$ cat src/rtl/uart_tx_arbiter.sv
// Shares one UART transmitter among N byte-burst requesters, granting one burst at a time, round-robin.
// Define TX_ARB_FIXED_PRIORITY_EN to make the lowest requesting lane always win instead of rotating.
module uart_tx_arbiter #(
    parameter int N = 3
) (
    input  logic           clk,
    input  logic           rst,
    input  logic [N-1:0]   i_req,
    input  logic [8*N-1:0] i_byte,
    input  logic [N-1:0]   i_last,
    output logic [N-1:0]   o_ack,
    output logic [N-1:0]   o_grant,
    output logic           o_busy,
    output logic [7:0]     o_byte,
    output logic           o_byte_v,
    input  logic           i_tx_active,
    input  logic           i_tx_done
);
    localparam int IW = $clog2(N);

    typedef enum logic [1:0] {IDLE, LOAD, WAIT, NEXT} state_t;

    state_t        state, state_nx;
    logic [IW-1:0] ptr, ptr_nx, ptr_adv, start;
    logic [IW-1:0] gidx, gidx_nx, win_idx, cand;
    logic [N-1:0]  grant_nx;
    logic          win_found, last_q;
    logic [7:0]    lane_byte;

    always_comb begin
`ifdef TX_ARB_FIXED_PRIORITY_EN
        start   = '0;
        ptr_adv = '0;
`else
        start   = ptr;
        ptr_adv = (gidx == IW'(N - 1)) ? '0 : gidx + IW'(1);
`endif
    end

    // First requesting lane at or above start, wrapping past N-1.
    always_comb begin
        win_found = 1'b0;
        win_idx   = '0;
        cand      = '0;
        for (int k = 0; k < N; k++) begin
            cand = (int'(start) + k >= N) ? IW'(int'(start) + k - N) : IW'(int'(start) + k);
            if (!win_found && i_req[cand]) begin
                win_found = 1'b1;
                win_idx   = cand;
            end
        end
    end

    always_comb begin
        lane_byte = '0;
        for (int k = 0; k < N; k++) begin
            if (gidx == IW'(k)) lane_byte = i_byte[8*k +: 8];
        end
    end

    always_comb begin
        state_nx = state;
        ptr_nx   = ptr;
        gidx_nx  = gidx;
        grant_nx = o_grant;
        case (state)
            IDLE: begin
                if (win_found && !i_tx_active) begin
                    gidx_nx  = win_idx;
                    grant_nx = {{(N-1){1'b0}}, 1'b1} << win_idx;
                    state_nx = LOAD;
                end
            end
            LOAD: state_nx = WAIT;
            WAIT: begin
                if (i_tx_done) begin
                    if (last_q) begin
                        grant_nx = '0;
                        ptr_nx   = ptr_adv;
                        state_nx = IDLE;
                    end else begin
                        state_nx = NEXT;
                    end
                end
            end
            NEXT: begin
                // A dropped request mid-burst aborts the burst and releases the grant.
                if (i_req[gidx]) begin
                    state_nx = LOAD;
                end else begin
                    grant_nx = '0;
                    ptr_nx   = ptr_adv;
                    state_nx = IDLE;
                end
            end
            default: state_nx = IDLE;
        endcase
    end

    always_ff @(posedge clk) begin
        if (rst) begin
            state    <= IDLE;
            ptr      <= '0;
            gidx     <= '0;
            o_grant  <= '0;
            last_q   <= 1'b0;
            o_byte   <= '0;
            o_byte_v <= 1'b0;
            o_ack    <= '0;
        end else begin
            state    <= state_nx;
            ptr      <= ptr_nx;
            gidx     <= gidx_nx;
            o_grant  <= grant_nx;
            o_byte_v <= (state == LOAD);
            o_ack    <= (state == LOAD) ? o_grant : '0;
            if (state == LOAD) begin
                o_byte <= lane_byte;
                last_q <= i_last[gidx];
            end
        end
    end

    assign o_busy = (state != IDLE);

endmodule

$ cat config.mk
export PLATFORM = sky130hd
export DESIGN_NAME = uart_tx_arbiter
export DESIGN_NICKNAME = d
export VERILOG_FILES = /design/src/rtl/uart_tx_arbiter.sv
export SDC_FILE = /design/constraint.sdc
export NUM_CORES = 1
export LEC_CHECK = 0
export BUFFER_PORTS_ARGS = -buffer_cell sky130_fd_sc_hd__buf_4
export CAP_MARGIN = 20
export CELL_PAD_IN_SITES_DETAIL_PLACEMENT = 1
export CELL_PAD_IN_SITES_GLOBAL_PLACEMENT = 1
export CORE_AREA = 2 2 89 48
export CTS_CLUSTER_DIAMETER = 80
export DETAILED_ROUTE_END_ITERATION = 10
export DIE_AREA = 0 0 91 50
export GPL_TIMING_DRIVEN = 0
export PLACE_DENSITY_LB_ADDON = 0.1
export SLEW_MARGIN = 10
export SYNTH_ARGS = -nofsm -noshare
export SYNTH_HDL_FRONTEND = slang
export SYNTH_SLANG_ARGS = --single-unit
$ cat constraint.sdc
create_clock -name clk -period 2.2 [get_ports clk]
set_input_delay 0.22 -clock clk [delete_from_list [all_inputs] [get_ports clk]]
set_output_delay 0.22 -clock clk [all_outputs]
set_load 0.05 [all_outputs]
### Word level (Yosys, flattened, before mapping)

Index checks and enable logic that the tools add are counted.

* bits of input ports: 34
* bits in registers: 22
* output and inout bits: 16
* logic and storage cells: 85

* shifts and indexed selects: 1
* $lt $le $gt $ge: 7
* reduce and logical (&&, ||, !) cells: 16
* multiplexer cells: 37
* bitwise logic cells: 1
* equal/unequal tests: 9
* add/subtract/negate cells: 6

Operators with widths (count)
* $mux W2: 13
* $mux W8: 3
* $lt A2 B3 Y1 const B: 4
* $mux W3: 4
* $bmux W1 S2: 5
* $mux W1: 9
* $pmux W3 S3: 1
* $ne A2 B2 Y1 const B: 4
* $pmux W2 S4: 1
* $eq A2 B2 Y1 const B: 3
* $ge A3 B2 Y1 const B: 2
* $reduce_and A5 Y1: 1
* $eq A2 B1 Y1 const B: 2
* $logic_not A2 Y1: 2
* $pmux W2 S2: 1
* $reduce_and A2 Y1: 2
* $reduce_and A4 Y1: 1
* $reduce_bool A2 Y1: 2
* $sub A2 B1 Y2 const B: 2
* $add A2 B1 Y3 const B: 1
* $add A2 B2 Y3 const B: 1
* $logic_and A1 B1 Y1: 3
* $logic_not A1 Y1: 3
* $reduce_bool A3 Y1: 1
* 6 further kinds: 6

### Depth between registers and ports, before layout

* depth after elaboration: 14
* depth in mapped cells: 7
* gate-level depth less buffers: 7

### Least setup slack after synthesis

OpenSTA, ideal clock, no wires.

* path kind: reg-to-reg
* start: register ptr[0]
* end: register o_grant[1]
* data required time: 2.069 ns
* path slack: 0.490 ns
* setup time: 0.131 ns
* data arrival time: 1.579 ns
* period minus slack after synthesis: 1.710 ns
* cell stages (with the launch flop): 8
* path buffers: 0
* path through: dfxtp_1 > inv_1 > ha_1 > a21bo_2 > a21oi_1 > nor3_1 > a211oi_2 > o22ai_1

* longest elaborated chain between the ends: 14
* elaborated cells on any way between the ends: 33
* those cells by class: 5 x add/sub; 3 x order compare; 1 x eq/ne; 1 x shift; 17 x mux; 6 x reduce/logical

RTL lines
* start: declaration: line 24 `logic [IW-1:0] ptr, ptr_nx, ptr_adv, start;`
* start signal: assignment: line 112 `ptr <= ptr_nx;`
* branches (longest 14 deep; another with $add A2 B1 Y3)
* end signal: assignment: line 114 `o_grant <= grant_nx;`
* end: declaration: line 12 `output logic [N-1:0] o_grant,`

Several ways; the timed one is not identified. The select of a mux whose other input is x is not followed.
A chain may end at the register's enable or synchronous reset.

### Worst setup path after layout

Same ends and word-level chain as after synthesis.

==> flow_metrics.py <==
metrics = {
    "critical_path": {
        "crit_required_ps": 2340,
        "cp.arrival_ps": 2180,
        "path_max_fanout": 5,
        "critPathLaunchType": "flop",
        "cp-end-kind": "flop",
        "r2r_slack_ps": 160,
        "criticalPathCategory": "reg -> reg",
    },
    "power_and_ir_drop": {
        "irDropWorstVdd_uv": 231.3,
        "power_density_nw_per_um2": 686.2,
        "p_leak_nw": 0.7118,
    },
    "synthesis": {
        "synth_commonest_cells": "22 x dfxtp_1, 18 x nor2_1, 11 x nor3_1, 9 x a221oi_1, 9 x mux2_2",
        "synth_ff_type": "dfxtp_1",
        "synth_seq_cells": 22,
        "syn_area_sq_um": 1241,
        "synthMostInstantiatedCell": "dfxtp_1",
        "synth_seq_area_share_pct": 35.48,
        "avgSynthCellArea_sq_um": 8.741,
        "synth_edf_count": 0,
        "yosys_warnings": 0,
        "synthDistinctLibCells": 34,
        "yosysTopAreaCell": "dfxtp_1",
        "syn_inst": 142,
        "synth_top_area_share_pct": 35.48,
        "syn_nets": 180,
        "synth_area_leaders": "dfxtp_1 35%, mux2_2 8.2%, a221oi_1 6.4%, nor2_1 5.4%, nor3_1 4.4%",
        "async_flop_share_pct": 0,
    },
    "detailed_routing": {
        "wire_per_inst_um": 15.53,
        "vias": 1228,
        "drc": 0,
        "drt-initial-drc-count": 33,
        "ant_nets": 0,
        "drt-total-wl_um": 3868,
        "first_pass_iters": 4,
        "vias_per_cell": 4.932,
    },
    "clock_network": {
        "clk_pin_slew_worst_paths_ps": 80,
        "cts.sinks": 22,
        "htree_levels": 1,
        "cts-resized-gates": 0,
        "cts_inserted_buffers": 3,
        "cts_setup_buffers": 0,
        "cts_tree": "done",
        "insertion_delay_ps": 260,
        "clockBufferDepth": 2,
        "cts_hold_buf": 0,
        "root_buffer": "clkbuf_8",
    },
    "die": {
        "core_sq_um": 3764,
        "initial_core_util_pct": 32.98,
        "die_h_um": 50,
        "dieArea_sq_um": 4550,
        "io_pins": 50,
        "rows": 16,
        "die_w_um": 91,
    },
    "global_route": {
        "first_global_vias": 1311,
        "antenna_found_initial": 0,
        "grtUsageTotal_pct": 18.32,
        "grt_pass1_wl_um": 6582,
        "overflow": 0,
        "grt_max_degree": 14,
    },
    "layout": {
        "area_growth_pct": 41.03,
        "drive_gt1_share_pct": 35.90,
        "seqCellArea_sq_um": 440.4,
        "multi_input_area_sq_um": 754.5,
        "fin_nets": 234,
        "fillers": 466,
        "finish.utilization_pct": 46.51,
        "n_antenna_cell": 0,
    },
    "sta": {
        "hold_viol_final": 0,
        "slew_viol_final": 0,
        "setup_viol": 0,
        "setup-tns-final_ps": 0,
        "fin_skew_ps": 3.823,
        "fmax_ghz": 0.4896,
        "period_minus_slack_ps": 2042,
        "worst_pin_slew_ps": 730.3,
        "slew_headroom_pct": 51.13,
        "rsz0062_at_grt": "no",
        "fin_crit_sh_pct": 92.84,
    },
    "placed_design": {
        "hpwl_um": 3152,
        "gp_congestion": 0.7988,
        "port_buffers": 49,
    },
    "flow_run": {
        "drv_cap": 0,
    },
    "outcome": {
        "status": "completed",
    },
    "worst_hold_path": {
        "hp-class": "in -> reg",
    },
}
logic make-up after synthesis:
logic type	after synthesis	share of synthesized area, %
compound gates	34	21.98
fa+ha+maj	4	4.032
buf+inv	13	3.931
flops	22	35.48
mux	14	12.60
simple gates	55	21.98
cells in the final DEF (no fill, tap or decap), drive strengths merged, types with 6 or more instances in the layout:
master  count
nor3       11
inv         6
dfxtp      22
a221oi      9
buf        50
clkbuf      9
a21oi       7
mux2       10
nand2b      8
nand2       7
nor2       18
power breakdown:
group | leakage (nW) | total, mW | internal, mW | switching, mW
logic | 0.497 | 0.375 | 0.148 | 0.227
clock network | 0.0357 | 0.377 | 0.243 | 0.134
registers | 0.180 | 0.449 | 0.429 | 0.0199
total | 0.712 | 1.20 | 0.820 | 0.381
final timing paths:
| kind | startpoint | endpoint | depth (start not counted) |
|---|---|---|---|
| setup / recovery | ptr[0]$_SDFFE_PP0P_ | o_grant[1]$_SDFFE_PP0P_ | 7 |
| hold reg to reg | o_grant[2]$_SDFFE_PP0P_ | o_ack[2]$_SDFF_PP0_ | 1 |
| setup reg to reg | ptr[0]$_SDFFE_PP0P_ | o_grant[1]$_SDFFE_PP0P_ | 7 |
| hold / removal | rst | o_byte_v$_SDFF_PP0_ | 2 |
per-layer routing:
layer  global-route usage [%]  vias to the layer above  wire (um)
li1                         -                      618          -
met1                    25.83                      586       1973
met2                    28.89                       22       1714
met3                    5.352                        2        174
met4                    1.515                        0          4
met5                        0                        -          0
critical path, stage by stage, from the launching register on:
cell and delay, ps:
dfxtp_1 430, inv_1 100, ha_1 280, a21bo_2 230, a21oi_1 300, nor3_1 100, a211oi_2 340, o22ai_1 140
flip-flops by register name, summed over array words and instances (netlist names):
signal / cells
last_q: 1
o_grant: 3
gidx: 2
state: 2
o_ack: 3
ptr: 2
o_byte: 8
o_byte_v: 1
area by class of cell:
type                    count  share of cell area, %
flip-flops and latches     22                  25.16
well taps                  54                  3.860
repair buffers             49                  21.02
multi-input cells         107                  43.10
clock buffers               3                  2.359
inverters                   6                  1.287
plain buffers               7                  1.501
clock inverters             1                  1.716
stage by stage:
step | std cells | total power, mW | worst slack, ps | area, sq um | hold WS, ps
global placement | 245 | 0.8217 | 209.0 | 1677 | 431.5
global route | 249 | 1.274 | 9.231 | 1750 | 167.6
finish | 249 | 1.201 | 157.6 | 1750 | 156.3
detailed placement | 245 | 0.8350 | 133.8 | 1677 | 443.9
CTS | 249 | 1.215 | 119.4 | 1748 | 155.0
floorplan | 142 | 0.6961 | 490.5 | 1241 | 314.6
Power figures use the tool's default switching activity.
